--- src/rtl/cpu_pkg.sv ---
// Shared P7 CPU definitions: exception codes, default address map and
// the F/D pipeline-register payload used by the fetch stage.
package cpu_pkg;

   localparam logic [4:0]  EXC_NONE = 5'd0;
   localparam logic [4:0]  EXC_ADEL = 5'd4;

   localparam logic [31:0] RESET_PC_DEFAULT   = 32'h0000_3000;
   localparam logic [31:0] HANDLER_PC_DEFAULT = 32'h0000_4180;
   localparam logic [31:0] IMEM_LO_DEFAULT    = 32'h0000_3000;
   localparam logic [31:0] IMEM_HI_DEFAULT    = 32'h0000_6FFC;

   localparam logic [31:0] NOP_INSTR = 32'h0000_0000;

   typedef struct packed {
      logic [31:0] pc;
      logic [31:0] instr;
      logic [4:0]  exc_code;
      logic        bd;
   } fd_t;

   // Selected update action for the F/D register on the next edge.
   typedef enum logic [1:0] {
      FD_REQ,
      FD_HOLD,
      FD_FLUSH,
      FD_LOAD
   } fd_sel_e;

   function automatic logic fetch_adel(input logic [31:0] pc,
                                       input logic [31:0] lo,
                                       input logic [31:0] hi);
      return (pc[1:0] != 2'b00) || (pc < lo) || (pc > hi);
   endfunction

   function automatic fd_t fd_bubble(input logic [31:0] pc);
      fd_t b;
      b.pc       = pc;
      b.instr    = NOP_INSTR;
      b.exc_code = EXC_NONE;
      b.bd       = 1'b0;
      return b;
   endfunction

endpackage

--- src/rtl/fetch_stage_fd_reg.sv ---
// F/D pipeline register: reset > req > stall > flush > load priority.
module fd_reg
   import cpu_pkg::*;
#(
   parameter logic [31:0] RESET_PC   = RESET_PC_DEFAULT,
   parameter logic [31:0] HANDLER_PC = HANDLER_PC_DEFAULT
) (
   input  logic clk,
   input  logic reset,
   input  logic req_i,
   input  logic stall_i,
   input  logic flush_i,
   input  fd_t  f_i,
   output fd_t  d_o
);

   fd_t     fd_q;
   fd_t     fd_d;
   fd_sel_e sel;

   always_comb begin
      if (req_i)        sel = FD_REQ;
      else if (stall_i) sel = FD_HOLD;
      else if (flush_i) sel = FD_FLUSH;
      else              sel = FD_LOAD;
   end

   // A flushed slot keeps the F-stage PC so the bubble is still traceable.
   always_comb begin
      fd_d = fd_q;
      case (sel)
         FD_REQ:   fd_d = fd_bubble(HANDLER_PC);
         FD_HOLD:  fd_d = fd_q;
         FD_FLUSH: fd_d = fd_bubble(f_i.pc);
         FD_LOAD:  fd_d = f_i;
         default:  fd_d = fd_q;
      endcase
   end

   always_ff @(posedge clk) begin
      if (reset) fd_q <= fd_bubble(RESET_PC);
      else       fd_q <= fd_d;
   end

   assign d_o = fd_q;

endmodule

--- src/rtl/fetch_stage.sv ---
// P7 instruction-fetch stage: F-stage PC, AdEL detection and F/D register.
module fetch_stage
   import cpu_pkg::*;
#(
   parameter logic [31:0] RESET_PC   = RESET_PC_DEFAULT,
   parameter logic [31:0] HANDLER_PC = HANDLER_PC_DEFAULT,
   parameter logic [31:0] IMEM_LO    = IMEM_LO_DEFAULT,
   parameter logic [31:0] IMEM_HI    = IMEM_HI_DEFAULT
) (
   input  logic        clk,
   input  logic        reset,
   input  logic [31:0] npc,
   input  logic        stall,
   input  logic        flush,
   input  logic        req,
   input  logic        D_is_jump,
   output logic [31:0] i_inst_addr,
   input  logic [31:0] i_inst_rdata,
   output logic [31:0] D_pc,
   output logic [31:0] D_instr,
   output logic [4:0]  D_exc_code,
   output logic        D_bd
);

   logic [31:0] pc_q;
   logic [31:0] pc_d;
   logic        f_adel;
   fd_t         f_fd;
   fd_t         d_fd;

   // req must override stall: the handler address arrives through npc.
   always_comb begin
      pc_d = npc;
      if (!req && stall) pc_d = pc_q;
   end

   always_ff @(posedge clk) begin
      if (reset) pc_q <= RESET_PC;
      else       pc_q <= pc_d;
   end

   assign i_inst_addr = pc_q;
   assign f_adel      = fetch_adel(pc_q, IMEM_LO, IMEM_HI);

   always_comb begin
      f_fd.pc       = pc_q;
      f_fd.bd       = D_is_jump;
      f_fd.instr    = f_adel ? NOP_INSTR : i_inst_rdata;
      f_fd.exc_code = f_adel ? EXC_ADEL  : EXC_NONE;
   end

   fd_reg #(
      .RESET_PC   (RESET_PC),
      .HANDLER_PC (HANDLER_PC)
   ) u_fd_reg (
      .clk     (clk),
      .reset   (reset),
      .req_i   (req),
      .stall_i (stall),
      .flush_i (flush),
      .f_i     (f_fd),
      .d_o     (d_fd)
   );

   assign D_pc       = d_fd.pc;
   assign D_instr    = d_fd.instr;
   assign D_exc_code = d_fd.exc_code;
   assign D_bd       = d_fd.bd;

endmodule

--- config.mk ---
export PLATFORM = sky130hd
export DESIGN_NAME = fetch_stage
export DESIGN_NICKNAME = d
export VERILOG_FILES = /design/src/rtl/cpu_pkg.sv /design/src/rtl/fetch_stage_fd_reg.sv /design/src/rtl/fetch_stage.sv
export SDC_FILE = /design/constraint.sdc
export NUM_CORES = 1
export LEC_CHECK = 0
export ABC_AREA = 1
export CORE_UTILIZATION = 41
export DETAILED_ROUTE_END_ITERATION = 10
export GPL_TIMING_DRIVEN = 0
export MAX_ROUTING_LAYER = met4
export PLACE_DENSITY = 0.9
export SETUP_SLACK_MARGIN = 0.4
export SLEW_MARGIN = 20
export SYNTH_ARGS = -nofsm -noshare
export SYNTH_HDL_FRONTEND = slang
export SYNTH_SLANG_ARGS = --single-unit
--- constraint.sdc ---
create_clock -name clk -period 1.5 [get_ports clk]
set_clock_uncertainty 0.05 [all_clocks]
set_input_delay 0.225 -clock clk [delete_from_list [all_inputs] [get_ports clk]]
set_output_delay 0.225 -clock clk [all_outputs]
set_load 0.05 [all_outputs]
==> results.md <==
* Worst-path clk slew at roughly 100 ps
* DRT Wirelength at between 10000 and 15000 um
* Leak pwr at ~3.2 nW
* Drt pass-1 iters at 8
* Antenna violations before repair at 0
* Die W at roughly 98 um
* I/O Pins at ~170
* CP cell instances: nor2_2 > nand2_1 > nor2_2 > nand2_2 > nor2_4 > buf_12 > buf_6 > nand2_1 > a21oi_1
* Final WS setup at 4.19 ps
* Area leader, netlist: dfxtp_1
* Failing checks: design-rule violations
* Setup_tns at 0 ps
* DRC at 11
* Post-synthesis cell type count at 21
* Wire per inst at 16.4 um
* Type of the most critical hold path: in -> reg
* GPL Wtd Cong at around 0.86
* Final Core Density at approximately 82%
* Crit path max fanout at 7
* # diodes at 0
* Clock Latency Late Sink at 360 ps
* Pre-CTS setup slack at -674 ps
* Nets@finish at approximately 840
* Pins Over Slew Limit at 0
* Placed cell count at roughly 790
* Vias in the first global route at ~4200
* Commonest non-fill, non-tap cells in the layout: 127 x nand2_1, 94 x buf_8, 85 x nor2_1, 75 x dfxtp_2, 66 x clkdlybuf4s50_1
* Via count at ~4500
* Worst stage delay on the critical path at between 300 and 400 ps
* RSZ-0062 raised after global routing: yes
* CP delay by family, top: simple AND/OR/NAND/NOR gates
* Non-Filler Instances at just under 900
* Setup violators final at 0
* Proportion of layout cells with a drive suffix above 1 at 48.1%
* GRT overflow at 0
* TritonCTS clock tree: done
* Area of the core at roughly 8800 um2
* Max Clk Rate at 0.669 GHz
* Root buf cell: clkbuf_8
* Fill count at 469
* Top cells by area, synth: dfxtp_1 52%, nand2_1 13%, nor2_1 9.5%
* Total GRT Usage at between 20 and 30%
* Global-route wire length before repair at between 20000 and 25000 um
* Depth of the CTS H-tree at 3
* Worst path required time at 1720 ps
* Syn avg cell area at 7.34 um2
* Critical Path Slowest Stage Cell: dfxtp_4
* Post-Syn Instances at about 510
* Row count at 34
* CP Launch Type: flip-flop
* Bufs and invs on worst path at 2
* Number of DRC markers in iteration 0 at 227
* Max transition margin at between 50% and 60%
* Pwr Density at between 800 and 900 nW/um2
* Max Cap Viol at 0
* Cell area after layout at 7250 um2
* Worst-margin pin slew at 618 ps
* Data arrival time of the worst path at approximately 1700 ps
* Initial Util at a little over two fifths
* Commonest non-fill, non-tap cell in the layout: nand2_1
* #FFs+latches synth at between 90 and 100
* Die Span Y at 97.9 um
* Detailed placement HPWL at ~8400 um
* Power, Total at roughly 5.8 mW
* CP endpoint kind: flip-flop
* Status: complete, but fails checks
* Placed cell areas at between 5000 and 6000 um2
* Crit share post-route at ~100%
* Num CTS Buffers at 9
* Post-DRT Antenna Nets at 0
* Die footprint at 9590 um2
* Max clock buf depth at 2
* Clock sink count at between 90 and 100
* Final hold viol count at 0
* Ys Warns at 0
* Top cell type's share of synthesized area at a little over half
* Port Buffers at approximately 170
* Hold_ws at 129 ps
* Largest net degree at the start of global routing at 19
* Area Overhead vs Synth at 92.3%
* Sequential share of the synthesized area at ~52%
* WS Path Type: reg -> reg
* Worst IR drop on VDD at 0.694 mV
* Tmin final at roughly 1500 ps
* Drt via density at roughly 5
* Synth Cell Area at around 3800 um2
[path summary, 6_finish.rpt]
kind                            startpoint  cells after the start  slack (ps)                            end
max           i_inst_addr[18]$_SDFFE_PP0N_                      9           4  u_fd_reg.d_o[11]$_SDFFE_PP0P_
min                                  reset                      2         130  u_fd_reg.d_o[35]$_SDFFE_PP0P_
max reg2reg   i_inst_addr[18]$_SDFFE_PP0N_                      9           4  u_fd_reg.d_o[11]$_SDFFE_PP0P_
min reg2reg  u_fd_reg.d_o[64]$_SDFFE_PP0P_                      2         420  u_fd_reg.d_o[64]$_SDFFE_PP0P_
[layer usage]
layer	GRT usage, %	vias to the layer above	routed length [um]
met5	-	-	0
met4	11.7	0	559
met3	5.94	49	859
li1	-	2098	-
met1	29.3	2166	5420
met2	49.3	208	7530
[report_power, final]
group	switching, mW	internal (mW)
clock network	0.992	0.634
registers	0.103	2.69
logic	0.747	0.644
[sequential cells by signal (all words and copies together), names as in the netlist]
register      cells
u_fd_reg.d_o     66
i_inst_addr      32
[synthesized netlist by cell type]
| cell type | instances |
|---|---|
| nand2_1 | 132 |
| dfxtp_1 | 98 |
| nor2_1 | 95 |
| a21oi_1 | 60 |
| inv_1 | 35 |
| o21ai_0 | 31 |
| clkbuf_1 | 22 |
| nor2_2 | 9 |
| buf_2 | 6 |
| buf_4 | 5 |
| buf_6 | 4 |
| nand3_1 | 4 |
| a21oi_2 | 3 |
| a221o_1 | 2 |
| o221a_2 | 2 |
| clkinv_1 | 1 |
| conb_1 | 1 |
| inv_2 | 1 |
| nor3_1 | 1 |
| o21bai_1 | 1 |
| or2_1 | 1 |
[cell type report]
class,count,area (um2),share of cell area [%]
Clock inverter,7,58.8,0.811
Inverter,37,144,1.98
Timing Repair Buffer,237,2730,37.6
Multi-Input combinational cell,345,1640,22.6
Tap cell,108,135,1.86
Sequential cell,98,2140,29.5
Clock buffer,9,124,1.71
Buffer,37,282,3.88
[cell families after synthesis]
logic type	count (synthesis)	share of synthesized area, %
other	1	0.0994
AOI/OAI and AO/OA	99	14.1
buffers and inverters	74	8.86
DFF	98	52.0
and+or+nand+nor	242	24.9
[worst register-to-register path, delay by kind of cell, from the launching register on]
kind,cells,cell delay (ps)
AND/OR/NAND/NOR,6,620
flip-flops,1,370
buffers and inverters,2,250
AO/OA/AOI/OAI,1,130
[what timing repair did]
item / CTS / global route
hold buffers: 0 / 0
cloned: 3 / 0
endpoints found under the setup margin: 196 / 194
pin swaps: 12 / 3
setup buffers: 37 / 31
gates resized for setup: 870 / 99
Power figures use the tool's default switching activity.
